--- src/rtl/ifu_fetch_ctrl.sv ---
// Fetch controller: owns the fetch PC, issues one 8-byte-aligned request at a time
// and hands instruction pairs to decode, buffering one pair across stalls.
module ifu_fetch_ctrl #(
    parameter logic [31:0] RESET_PC = 32'hbfc00000
) (
    input  logic        clk,
    input  logic        rst,
    input  logic [31:0] next_pc,
    input  logic        redirect,
    input  logic        stall,
    output logic [31:0] pc,
    output logic        inst_req,
    output logic [31:0] inst_addr,
    input  logic        inst_addr_ok,
    input  logic        inst_data_ok,
    input  logic [63:0] inst_rdata,
    output logic        inst_rdata_1_ok,
    output logic        inst_rdata_2_ok,
    output logic [31:0] f_pc,
    output logic [31:0] f_inst_1,
    output logic [31:0] f_inst_2,
    output logic        fetch_adel
);

    typedef enum logic [2:0] {IDLE, REQ, WAIT, DISCARD, HOLD} state_t;

    state_t      state;
    logic        drop;
    logic [31:0] req_addr;
    logic        req_pc2;
    logic [63:0] hold_data;

    // NOTE: req_addr, req_pc2 and hold_data are not reset; the state machine
    // never reads them until they have been written after leaving IDLE.
    always_ff @(posedge clk) begin
        if (rst) begin
            pc         <= RESET_PC;
            state      <= IDLE;
            drop       <= 1'b0;
            fetch_adel <= 1'b0;
        end else begin
            // NOTE: non-blocking assignments keep every register update in this
            // block based on the pre-edge values, independent of statement order.
            pc <= next_pc;

            if (redirect)
                fetch_adel <= 1'b0;
            else if (state == IDLE && pc[1:0] != 2'b00)
                fetch_adel <= 1'b1;

            case (state)
                IDLE: begin
                    if (pc[1:0] == 2'b00 && !stall && !redirect) begin
                        req_addr <= pc;
                        req_pc2  <= ~pc[2];
                        state    <= REQ;
                    end
                end
                REQ: begin
                    // The request stays up once raised; a redirect only marks its response stale.
                    if (redirect)
                        drop <= 1'b1;
                    if (inst_addr_ok)
                        state <= (drop || redirect) ? DISCARD : WAIT;
                end
                WAIT: begin
                    if (inst_data_ok) begin
                        if (redirect || drop) begin
                            drop  <= 1'b0;
                            state <= IDLE;
                        end else if (stall) begin
                            hold_data <= inst_rdata;
                            state     <= HOLD;
                        end else begin
                            state <= IDLE;
                        end
                    end else if (redirect) begin
                        drop <= 1'b1;
                    end
                end
                DISCARD: begin
                    if (inst_data_ok) begin
                        drop  <= 1'b0;
                        state <= IDLE;
                    end
                end
                HOLD: begin
                    if (redirect || !stall)
                        state <= IDLE;
                end
                default: state <= IDLE;
            endcase
        end
    end

    logic        deliver;
    logic [63:0] fetch_data;

    // A redirect always suppresses delivery so next_pc never advances past a taken target.
    always_comb begin
        deliver    = 1'b0;
        fetch_data = inst_rdata;
        if (state == WAIT)
            deliver = inst_data_ok && !redirect && !stall && !drop;
        else if (state == HOLD) begin
            deliver    = !redirect && !stall;
            fetch_data = hold_data;
        end
    end

    assign inst_req        = (state == REQ);
    assign inst_addr       = {req_addr[31:3], 3'b000};
    assign inst_rdata_1_ok = deliver;
    assign inst_rdata_2_ok = deliver && req_pc2;
    assign f_pc            = req_addr;
    assign f_inst_1        = req_addr[2] ? fetch_data[63:32] : fetch_data[31:0];
    assign f_inst_2        = fetch_data[63:32];

endmodule

--- config.mk ---
export PLATFORM = sky130hd
export DESIGN_NAME = ifu_fetch_ctrl
export DESIGN_NICKNAME = d
export VERILOG_FILES = /design/src/rtl/ifu_fetch_ctrl.sv
export SDC_FILE = /design/constraint.sdc
export NUM_CORES = 1
export LEC_CHECK = 0
export CAP_MARGIN = 5
export CORE_MARGIN = 4
export CORE_UTILIZATION = 41
export CTS_CLUSTER_SIZE = 24
export DETAILED_ROUTE_END_ITERATION = 8
export PLACE_DENSITY = 0.8
export SKIP_CTS_REPAIR_TIMING = 1
export SLEW_MARGIN = 5
export SYNTH_ARGS = -nofsm -noshare
export SYNTH_HDL_FRONTEND = slang
export SYNTH_SLANG_ARGS = --single-unit
export TNS_END_PERCENT = 1
--- constraint.sdc ---
create_clock -name clk -period 11.9 [get_ports clk]
set_input_delay 2.38 -clock clk [delete_from_list [all_inputs] [get_ports clk]]
set_output_delay 2.38 -clock clk [all_outputs]
set_load 0.005 [all_outputs]
* Word level (Yosys, flattened, before mapping)
Index checks and enable logic that the tools add are counted.
W data, S select, Z words.
** Storage, ports and cells
- Bits of input ports :: 102
- Bits in registers :: 134
- Output and inout bits :: 164
- Logic and storage cells :: 61
** Operators by class
- Multiplexer cells :: 19
- Reductions and logical operators :: 22
- Bitwise operators :: 3
- Equality and inequality tests :: 10
** Operator list (number)
- $mux W64 :: 2
- $mux W32 :: 1
- $mux W3 :: 7
- $pmux W3 S5 :: 1
- $reduce_and A5 Y1 :: 2
- $logic_and A1 B1 Y1 :: 8
- $mux W1 :: 7
- $eq A3 B2 Y1 const B :: 2
- $ne A2 B2 Y1 const B :: 3
- $reduce_and A3 Y1 :: 2
- $ne A2 B1 Y1 const B :: 2
- $eq A3 B1 Y1 const B :: 1
- $eq A3 B3 Y1 const B :: 1
- $logic_not A1 Y1 :: 3
- $logic_not A3 Y1 :: 1
- $ne A3 B3 Y1 const B :: 1
- $not A1 Y1 :: 3
- $pmux W1 S3 :: 1
- $reduce_bool A3 Y1 :: 1
- $logic_not A2 Y1 :: 1
- $logic_or A1 B1 Y1 :: 2
- $reduce_bool A2 Y1 :: 1
- $reduce_or A2 Y1 :: 1

* Longest topological paths before layout
Gate-level depths: netlist (run 1).
- Depth after elaboration :: 6
- Gate-level depth with buffers :: 6
- Mapped depth without buffers :: 3

* Worst setup path after synthesis (run 1)
OpenSTA, ideal clock, no wires.
- Path kind :: input-to-reg
- From :: in redirect
- To :: reg hold_data[0], enable pin
- Setup time :: 0.644 ns
- Required time :: 11.256 ns
- Path slack :: 2.278 ns
- Arrival :: 8.977 ns
- Path buffers :: 0
- Cell stages on the path :: 2
- Cell sequence :: or4b_1 -> nor4_1
** On the way
- Cells in the longest elaborated chain, start to end :: 3
** RTL lines
- from (decl) :: RTL line 9 : input logic redirect,
- $logic_or A1 B1 Y1 :: RTL line 68 : if (redirect || drop) begin
- $not A1 Y1 (no line)
- $reduce_and A5 Y1 (no line)
- to (signal assigned) :: RTL line 72 : hold_data <= inst_rdata;
- to (decl) :: RTL line 31 : logic [63:0] hold_data;
Every way passes these cells.
A chain may end at the register's enable or synchronous reset.

* Worst setup path after layout (run 1)
- From :: in inst_data_ok
- To :: out inst_rdata_2_ok
** On the way
- Cells in the longest elaborated chain, start to end :: 5
** RTL lines
- from (decl) :: RTL line 15 : input logic inst_data_ok,
- $logic_and A1 B1 Y1 (3 in series) :: RTL line 104 : deliver = inst_data_ok && !redirect && !stall && !drop;
- $mux W1 :: RTL line 103 : if (state == WAIT)
- $logic_and A1 B1 Y1 :: RTL line 114 : assign inst_rdata_2_ok = deliver && req_pc2;
- to (decl) :: RTL line 18 : output logic inst_rdata_2_ok,
Every way passes these cells.

==> results of run 1 <==
cell type report:
cell class,instances,area share (%)
clock buffers,23,5.57
clock inverters,9,0.553
flip-flops and latches,134,42.5
well taps,176,2.56
repair buffers,266,30.8
inverters,1,0.0436
multi-input cells,131,18.0
cells in the mapped netlist, drive strengths merged (2+ instances only):
library cell | instances | area share [%]
buf | 41 | 6.0
nand2 | 2 | 0.14
nor3 | 4 | 0.36
nor2 | 7 | 0.81
clkbuf | 7 | 0.47
mux2 | 34 | 6.9
nor4 | 2 | 0.23
edfxtp | 97 | 53
nor2b | 23 | 2.6
dfxtp | 37 | 13
nor3b | 2 | 0.36
or2 | 10 | 1.1
or3 | 2 | 0.32
mux4 | 32 | 13
metal layers:
metal	vias to the layer above	global-route usage (%)	share of wire, %
met5	-	0	0
met4	0	7.87	1.9
met3	17	7.46	8.9
met2	202	29.7	49
met1	1786	21.9	40
li1	1645	-	-
sequential cells by signal, indices dropped and copies added, names as in the netlist:
name	cells
drop	1
hold_data	64
fetch_adel	1
f_pc	32
state	3
req_pc2	1
pc	32
logic make-up after synthesis:
| family | Yosys count | synth area share [%] |
|---|---|---|
| other | 1 | 0.0676 |
| and+or+nand+nor | 57 | 6.90 |
| buffers and inverters | 49 | 6.59 |
| DFF | 134 | 65.9 |
| AOI/OAI and AO/OA | 5 | 0.654 |
| muxes | 66 | 19.9 |
power by group:
part	switching, mW	total (mW)	internal (mW)
Sequential	0.00643	0.517	0.510
Combinational	0.0350	0.118	0.0831
Clock	0.182	0.464	0.282
through the flow:
stage	cells	instance area, sq um	hold slack (ns)	total power [mW]
floorplan	314	5550	0.432	0.558
global placement	708	8080	0.412	0.643
CTS	740	8600	0.430	1.11
global route	740	8600	0.438	1.14
finish	740	8600	0.430	1.10
detailed placement	708	8080	0.416	0.645
worst max-delay path by stage:
stage,start,to,slack (ns),depth (start not counted)
2_1_floorplan,redirect,hold_data[0],2.28,2
3_3_place_gp,redirect,inst_rdata_2_ok,5.44,4
3_5_place_dp,redirect,inst_rdata_2_ok,5.38,4
4_1_cts,redirect,inst_rdata_2_ok,5.36,4
5_1_grt,inst_data_ok,inst_rdata_2_ok,5.25,5
6_report,inst_data_ok,inst_rdata_2_ok,5.38,5
==> reports/qor_table.md, run 1 <==
| Parameter | Reported | Unit |
| --- | --- | --- |
| Cell type with the highest occurrence count on the critical path | sky130_fd_sc_hd__clkdlybuf4s50_1 | - |
| Worst endpoint data arrival time | 4.14 | ns |
| Max-cap violations | 0 | - |
| Data required time at the worst endpoint | 9.52 | ns |
| Total Neg Setup Slack | 0 | ns |
| Overall via count from detail_route | 3650 | - |
| Flops & latches, synth | 134 | - |
| Number of remaining DRC errors | 0 | - |
| Number of flops mapped to enable cells by yosys | 97 | - |
| Netlist cell types | 34 | - |
| CP Capture Type | output pin | - |
| Cell depth of the worst flop-to-flop path | 3 | - |
| Count of antenna diodes in the layout | 0 | - |
| Number of hold violations in the final report | 0 | - |
| Power Dens Cells | 128 | mW/mm^2 |
| Number of DRC markers in iteration 0 | 265 | - |
| Area of the core region | 0.0132 | sq mm |
| WP buf/inv | 2 | - |
| End of the worst register-to-register path | f_pc[29] | - |
| Worst-path clk slew | 0.06 | ns |
| Maximum vdd drop | 88.7 | uV |
| Wire length after detailed routing | 14.2 | mm |
| Number of buffer cells added on primary ports | 262 | - |
| Final Wtd Congestion | 0.825 | - |
| Register area share after synthesis | 65.9 | % |
| H-tree Lvls | 4 | - |
| Min-Delay Path Class | register to register | - |
| Worst Setup Slack post-DPL | 5.38 | ns |
| Total congestion overflow | 0 | - |
| I/O Pins | 266 | - |
| Pin count of the biggest net entering global routing | 65 | - |
| Top_reg_cell synth | sky130_fd_sc_hd__edfxtp_1 | - |
| Nets | 653 | - |
| Die area | 0.0154 | sq mm |
| Number of warnings reported in the yosys synthesis log | 0 | - |
| Slowest cell delay on critical path | 0.57 | ns |
| CTS tree | built | - |
| Global-route wire length before repair | 22.3 | mm |
| Num Clock Sinks | 134 | - |
| Kind of cell with the highest combined delay on the critical path | buffers and inverters | - |
| Final core occ | 65.0 | % |
| Summed instance area of the synthesized netlist | 0.00555 | sq mm |
| CTS buffer count | 17 | - |
| Die W | 124 | um |
| Critical path's slowest cell | sky130_fd_sc_hd__clkdlybuf4s50_1 | - |
| Via count of the first global-routing pass | 3991 | - |
| Share of cells above drive strength 1 | 13.5 | % |
| Timing-limited maximum frequency | 153 | MHz |
| Via-to-Cell Ratio | 4.93 | - |
| Relative slew slack | 33.5 | % |
| Sort of element at the start of the critical path | primary input | - |
| Most used cells in the layout excluding fill and tap cells | 262 x sky130_fd_sc_hd__clkdlybuf4s50_1, 97 x sky130_fd_sc_hd__edfxtp_1, 37 x sky130_fd_sc_hd__dfxtp_1 | - |
| Crit-path max FO | 4 | - |
| Number of endpoints failing setup at the final stage | 0 | - |
| HPWL after detailed placement | 10.3 | mm |
| Synth Area per Inst | 17.8 | sq um |
| Clock Skews | 0.00524 | ns |
| Fraction of synthesis flops using an asynchronous set or reset pin | 0 | % |
| Worst Tran Pin Value | 0.997 | ns |
| Worst setup path category | primary input to output pin | - |
| DR pass1 iterations | 4 | - |
| Synthesized instance count | 312 | - |
| Shortest period the worst path allows | 6.52 | ns |
| Clock latency on the worst-skew pair | 0.40 | ns |
| Hold EP | f_pc[11] | - |
| Setup slack on the worst flop-to-flop path | 9.40 | ns |
| Maximum clock insertion buffer count | 2 | - |
| Drt wl/cell | 19.2 | um |
| Most frequent standard cell in the layout excluding fill and tap cells | sky130_fd_sc_hd__clkdlybuf4s50_1 | - |
| Fraction of the cycle the final worst path needs | 54.8 | % |
| Combined area of the multi-input logic cells | 0.00155 | sq mm |
| Clock Root Buffer | sky130_fd_sc_hd__clkbuf_16 | - |
| Area overhead of the layout relative to synthesis | 55.1 | % |
| Number of max-slew violations in the final report | 0 | - |
| Cell row count | 42 | - |
| FF-to-FF Start | state[0] | - |
| Result of the run | finished, final reports clean | - |
| Initial core utilization | 41.9 | % |
| Number of antenna violations at the first check in global routing | 0 | - |
| Number of stages on the worst hold path | 0 | - |
| Remaining number of nets flagged by the antenna check after routing | 0 | - |
| Fillcell total | 949 | - |
| Critical Path, Cell by Cell | clkdlybuf4s50_1 > nand2_1 > o31a_1 > nor3b_1 > clkdlybuf4s50_1 | - |
| Standby leakage power | 2.94 | nW |
| Total routing usage reported by global routing | 18.4 | % |
| Unrepaired setup endpoints after global routing | false | - |
| Die boundary height | 124 | um |
| Reg area | 0.00365 | sq mm |
| Startpoint of the lowest-slack hold path | pc[11] | - |
| Worst path setup slack after routing | 5.38 | ns |
Note: power is estimated with default switching activity, not from simulation.
==> run 2, diff against run 1 <==
--- a/config.mk
+++ b/config.mk
@@ -7,10 +7,10 @@
 export LEC_CHECK = 0
 export CAP_MARGIN = 5
 export CORE_MARGIN = 4
-export CORE_UTILIZATION = 41
+export CORE_UTILIZATION = 37
 export CTS_CLUSTER_SIZE = 24
 export DETAILED_ROUTE_END_ITERATION = 8
-export PLACE_DENSITY = 0.8
+export PLACE_DENSITY = 0.76
 export SKIP_CTS_REPAIR_TIMING = 1
 export SLEW_MARGIN = 5
 export SYNTH_ARGS = -nofsm -noshare
==> constraint.sdc (replaced) <==
create_clock -name clk -period 5.2 [get_ports clk]
set_input_delay 1.04 -clock clk [delete_from_list [all_inputs] [get_ports clk]]
set_output_delay 1.04 -clock clk [all_outputs]
set_load 0.005 [all_outputs]
==> run 2 against run 1 <==
  * Global-route usage is 1.0 points lower
  * Clock skew is 0.012 ns higher
  * Combinational power is 130% higher
  * Core utilization is 5.1 points lower
  * Power is 140% higher
  * Critical path type is now register to output pin
  * Critical endpoint is now f_inst_1[9]
  * Largest cell class unchanged
==> reports/qor_table.md, run 2 (same netlist as run 1, synthesis figures left out) <==
| Parameter | Reported | Unit |
| --- | --- | --- |
| Result of the run | finished, final reports clean | - |
| Worst Tran Pin Value | 0.606 | ns |
| Shortest period the worst path allows | 4.07 | ns |
| Number of buffer cells added on primary ports | 262 | - |
| Nets | 654 | - |
| Data required time at the worst endpoint | 4.16 | ns |
| Most used cells in the layout excluding fill and tap cells | 262 x sky130_fd_sc_hd__clkdlybuf4s50_1, 97 x sky130_fd_sc_hd__edfxtp_1, 37 x sky130_fd_sc_hd__dfxtp_1 | - |
| Total Neg Setup Slack | 0 | ns |
| Wire length after detailed routing | 14.9 | mm |
| Number of hold violations in the final report | 0 | - |
| Final Wtd Congestion | 0.867 | - |
| Die boundary height | 130 | um |
| Startpoint of the lowest-slack hold path | pc[4] | - |
| Die W | 130 | um |
| CTS buffer count | 17 | - |
| Worst-path clk slew | 0.06 | ns |
| Max reg flops | 64 | - |
| Number of max-slew violations in the final report | 0 | - |
| Relative slew slack | 59.6 | % |
| Sort of element at the start of the critical path | register | - |
| H-tree Lvls | 4 | - |
| Maximum vdd drop | 192 | uV |
| Clock Root Buffer | sky130_fd_sc_hd__clkbuf_16 | - |
| Area of the core region | 0.0146 | sq mm |
| Worst Setup Slack post-DPL | 1.27 | ns |
| Clock Skews | 0.0175 | ns |
| CTS tree | built | - |
| Timing-limited maximum frequency | 246 | MHz |
| Total congestion overflow | 0 | - |
| Critical Path, Cell by Cell | nand2b_4 > nor2_8 > buf_12 > mux4_2 > clkdlybuf4s50_1 | - |
| Area overhead of the layout relative to synthesis | 57.6 | % |
| Number of remaining DRC errors | 0 | - |
| Via-to-Cell Ratio | 4.90 | - |
| Total routing usage reported by global routing | 17.4 | % |
| Clock latency on the worst-skew pair | 0.42 | ns |
| Standby leakage power | 2.99 | nW |
| Placement-stage cell area | 0.00812 | sq mm |
| Min-Delay Path Class | register to register | - |
| Num Clock Sinks | 134 | - |
| Maximum clock insertion buffer count | 2 | - |
| Number of DRC markers in iteration 0 | 194 | - |
| Pin count of the biggest net entering global routing | 61 | - |
| Unrepaired setup endpoints after global routing | false | - |
| Startpoint of the worst setup timing path | state[2] | - |
| Max-cap violations | 0 | - |
| Number of antenna violations at the first check in global routing | 0 | - |
| Kind of cell with the highest combined delay on the critical path | buffers and inverters | - |
| Power Dens Cells | 308 | mW/mm^2 |
| DR pass1 iterations | 4 | - |
| Slowest cell delay on critical path | 0.63 | ns |
| Worst setup path category | register to output pin | - |
| Initial core utilization | 38.0 | % |
| WP buf/inv | 2 | - |
| Number of endpoints failing setup at the final stage | 0 | - |
| Count of antenna diodes in the layout | 0 | - |
| Post-route cell area | 0.00874 | sq mm |
| Remaining number of nets flagged by the antenna check after routing | 0 | - |
| Cell row count | 44 | - |
| Via count of the first global-routing pass | 3940 | - |
| Worst endpoint data arrival time | 3.03 | ns |
| FF-to-FF Start | state[0] | - |
| HPWL after detailed placement | 10.7 | mm |
| Die area | 0.0170 | sq mm |
| Share of cells above drive strength 1 | 14.3 | % |
| Critical path's slowest cell | sky130_fd_sc_hd__dfxtp_1 | - |
| Overall via count from detail_route | 3669 | - |
| Most frequent standard cell in the layout excluding fill and tap cells | sky130_fd_sc_hd__clkdlybuf4s50_1 | - |
| I/O Pins | 266 | - |
| Fraction of the cycle the final worst path needs | 78.3 | % |
| CP Capture Type | output pin | - |
| Worst path setup slack after routing | 1.13 | ns |
| Crit-path max FO | 37 | - |
| Register name with the most flops | hold_data | - |
| Global-route wire length before repair | 21.9 | mm |
| Drt wl/cell | 19.9 | um |
-- run 2: cell types whose count changed in the layout (fill, tap and decap cells not counted), sizes merged --
| cell | delta |
|---|---|
| buf | +1 |
| bufinv | +2 |
| clkbuf | -3 |
| inv | +1 |
-- run 2: stage by stage --
| stage | std cells | utilization [%] | power [mW] | hold WS [ns] |
|---|---|---|---|---|
| after floorplan | 314 | - | 1.28 | 0.432 |
| after global placement | 717 | 55.7 | 1.47 | 0.412 |
| after detailed placement | 717 | 55.7 | 1.48 | 0.419 |
| after CTS | 749 | 59.9 | 2.72 | 0.431 |
| after global routing | 749 | 59.9 | 2.80 | 0.435 |
| final | 749 | 59.9 | 2.69 | 0.428 |
-- run 2: power breakdown --
part	switching (mW)	total [mW]	internal [mW]	leakage, nW
clock network	0.467	1.24	0.770	0.306
logic	0.0808	0.271	0.191	1.50
registers	0.0155	1.18	1.17	1.18
-- run 2: metal layers --
layer	global-route usage, %	wire (um)	vias up
li1	-	-	1649
met1	20.3	5710	1792
met2	28.3	7350	212
met3	8.58	1550	16
met4	5.81	300	0
met5	0	0	-
-- run 2: final timing paths --
path	end	slack, ns	cells after the start
setup / recovery	f_inst_1[9]	1.13	5
hold / removal	f_pc[4]	0.43	0
setup reg to reg	hold_data[5]	2.91	3
hold reg to reg	f_pc[4]	0.43	0
-- run 2: cell type report --
class                   instances  area (sq um)
well taps                     184           230
inverters                       1          3.75
clock buffers                  20           479
flip-flops and latches        134          3650
fillers                      1067          5850
clock inverters                12           138
repair buffers                267          2690
multi-input cells             131          1550
==> run 3, diff against run 2 <==
--- a/config.mk
+++ b/config.mk
@@ -7,10 +7,10 @@
 export LEC_CHECK = 0
 export CAP_MARGIN = 5
 export CORE_MARGIN = 4
-export CORE_UTILIZATION = 37
+export CORE_UTILIZATION = 41
 export CTS_CLUSTER_SIZE = 24
 export DETAILED_ROUTE_END_ITERATION = 8
-export PLACE_DENSITY = 0.76
+export PLACE_DENSITY = 0.8
 export SKIP_CTS_REPAIR_TIMING = 1
 export SLEW_MARGIN = 5
 export SYNTH_ARGS = -nofsm -noshare
==> constraint.sdc (replaced) <==
create_clock -name clk -period 4 [get_ports clk]
set_input_delay 0.8 -clock clk [delete_from_list [all_inputs] [get_ports clk]]
set_output_delay 0.8 -clock clk [all_outputs]
set_load 0.005 [all_outputs]
==> run 3 against run 2 <==
  * Register-to-register slack got worse by 1.2 ns
  * Hold slack worse by 0.0010 ns
  * Via count down 0.55%
  * Worst setup slack got worse by 0.76 ns
  * Cell area is 0.47% higher
  * Combinational power is 31% higher
  * Sequential share of layout area fell by 0.20 points
  * Flip-flop and latch count unchanged
  * Non-clock buffer count grew 4
  * Critical path type unchanged
  * Highest routed layer is now met5
==> reports/qor_table.md, run 3 (same netlist as run 1, synthesis figures left out) <==
| Parameter | Reported | Unit |
| --- | --- | --- |
| Die area | 0.0154 | sq mm |
| Result of the run | finished, final reports clean | - |
| Nets | 658 | - |
| Unrepaired setup endpoints after global routing | false | - |
| Global-route wire length before repair | 22.7 | mm |
| Pin count of the biggest net entering global routing | 65 | - |
| Worst-path clk slew | 0.06 | ns |
| Power Dens Cells | 396 | mW/mm^2 |
| End of the worst register-to-register path | f_pc[6] | - |
| Timing-limited maximum frequency | 276 | MHz |
| Most frequent standard cell in the layout excluding fill and tap cells | sky130_fd_sc_hd__clkdlybuf4s50_1 | - |
| Num Clock Sinks | 134 | - |
| Number of endpoints failing setup at the final stage | 0 | - |
| CP Capture Type | output pin | - |
| Wire length after detailed routing | 14.5 | mm |
| Standby leakage power | 3.02 | nW |
| Max-cap violations | 0 | - |
| Min-Delay Path Class | register to register | - |
| Setup slack on the worst flop-to-flop path | 1.71 | ns |
| Total routing usage reported by global routing | 19.1 | % |
| Clock Skews | 0.00766 | ns |
| Crit-path max FO | 29 | - |
| Register name with the most flops | hold_data | - |
| Total congestion overflow | 0 | - |
| Critical Path, Cell by Cell | nand2b_4 > nor2_8 > buf_12 > mux4_2 > clkdlybuf4s50_1 | - |
| Max reg flops | 64 | - |
| Die W | 124 | um |
| Number of hold violations in the final report | 0 | - |
| Die boundary height | 124 | um |
| Total Power | 3.47 | mW |
| Number of DRC markers in iteration 0 | 250 | - |
| Final core occ | 66.3 | % |
| Final Wtd Congestion | 0.836 | - |
| Startpoint of the lowest-slack hold path | pc[27] | - |
| Drt wl/cell | 19.4 | um |
| CP Capture Point | f_inst_1[8] | - |
| Count of antenna diodes in the layout | 0 | - |
| Shortest period the worst path allows | 3.63 | ns |
| Initial core utilization | 41.9 | % |
| Slowest cell delay on critical path | 0.62 | ns |
| Fillcell total | 942 | - |
| Kind of cell with the highest combined delay on the critical path | buffers and inverters | - |
| Sort of element at the start of the critical path | register | - |
| Fraction of the cycle the final worst path needs | 90.7 | % |
| Number of max-slew violations in the final report | 0 | - |
| Worst endpoint data arrival time | 2.83 | ns |
| I/O Pins | 266 | - |
| Most used cells in the layout excluding fill and tap cells | 262 x sky130_fd_sc_hd__clkdlybuf4s50_1, 97 x sky130_fd_sc_hd__edfxtp_1, 37 x sky130_fd_sc_hd__dfxtp_1 | - |
| DR pass1 iterations | 4 | - |
| Cell row count | 42 | - |
| CTS buffer count | 17 | - |
| Data required time at the worst endpoint | 3.20 | ns |
| Number of remaining DRC errors | 0 | - |
| Cell depth of the worst flop-to-flop path | 4 | - |
| Worst setup path category | register to output pin | - |
| Depth of the critical timing path with buffers and inverters included | 5 | - |
| Via-to-Cell Ratio | 4.90 | - |
| HPWL after detailed placement | 10.6 | mm |
| Total Neg Setup Slack | 0 | ns |
| Share of cells above drive strength 1 | 14.4 | % |
| Overall via count from detail_route | 3649 | - |
| Maximum clock insertion buffer count | 2 | - |
| Number of buffer cells added on primary ports | 262 | - |
| H-tree Lvls | 4 | - |
| Number of antenna violations at the first check in global routing | 1 | - |
| Via count of the first global-routing pass | 4008 | - |
| Area overhead of the layout relative to synthesis | 58.3 | % |
| Maximum vdd drop | 280 | uV |
| Clock latency on the worst-skew pair | 0.41 | ns |
| FF-to-FF Start | state[0] | - |
| Area of the core region | 0.0132 | sq mm |
| Clock Root Buffer | sky130_fd_sc_hd__clkbuf_16 | - |
| CTS tree | built | - |
| WP buf/inv | 2 | - |
| Startpoint of the worst setup timing path | state[2] | - |
| Critical path's slowest cell | sky130_fd_sc_hd__dfxtp_1 | - |
| Remaining number of nets flagged by the antenna check after routing | 0 | - |
## run 3: layer usage
layer / vias to the layer above / track usage [%] / part of all wire [%]
met4: 2 / 7.22 / 2.2
met5: - / 0 / 0.090
li1: 1656 / - / -
met1: 1747 / 22.6 / 39
met3: 28 / 9.01 / 11
met2: 216 / 30.2 / 48
## run 3: final cells by class
cell class / instances / area [sq um] / share of cell area [%]
Sequential cell: 134 / 3650 / 41.6
Timing Repair Buffer: 271 / 2730 / 31.1
Multi-Input combinational cell: 131 / 1550 / 17.7
Clock buffer: 27 / 567 / 6.46
Tap cell: 176 / 220 / 2.51
Clock inverter: 5 / 53.8 / 0.613
Inverter: 1 / 3.75 / 0.0428
## run 3: metrics by stage
stage | worst slack [ns] | hold WS (ns) | std cells | area, sq um
2_1_floorplan | 0.151 | 0.432 | 314 | 5570
3_3_place_gp | 0.702 | 0.413 | 713 | 8160
3_5_place_dp | 0.664 | 0.415 | 713 | 8160
4_1_cts | 0.315 | 0.430 | 745 | 8780
5_1_grt | 0.195 | 0.440 | 745 | 8780
6_report | 0.370 | 0.427 | 745 | 8780
## run 3: worst min-delay path by stage
stage / to / slack (ns) / cells after the start
6_report: f_pc[27] / 0.43 / 0
5_1_grt: f_pc[27] / 0.44 / 0
4_1_cts: f_pc[27] / 0.43 / 0
3_5_place_dp: f_pc[28] / 0.42 / 0
3_3_place_gp: f_pc[24] / 0.41 / 0
2_1_floorplan: f_pc[10] / 0.43 / 0
## run 3: power breakdown
group	internal, mW	switching [mW]
registers	1.52	0.0196
logic	0.249	0.106
clock network	1.03	0.548
## run 3: worst reg2reg max path: stages (launching register included)
cell,delay [ns]
sky130_fd_sc_hd__dfxtp_1,0.44
sky130_fd_sc_hd__or3_4,0.45
sky130_fd_sc_hd__or4_4,0.50
sky130_fd_sc_hd__nor2_4,0.38
sky130_fd_sc_hd__buf_4,0.24
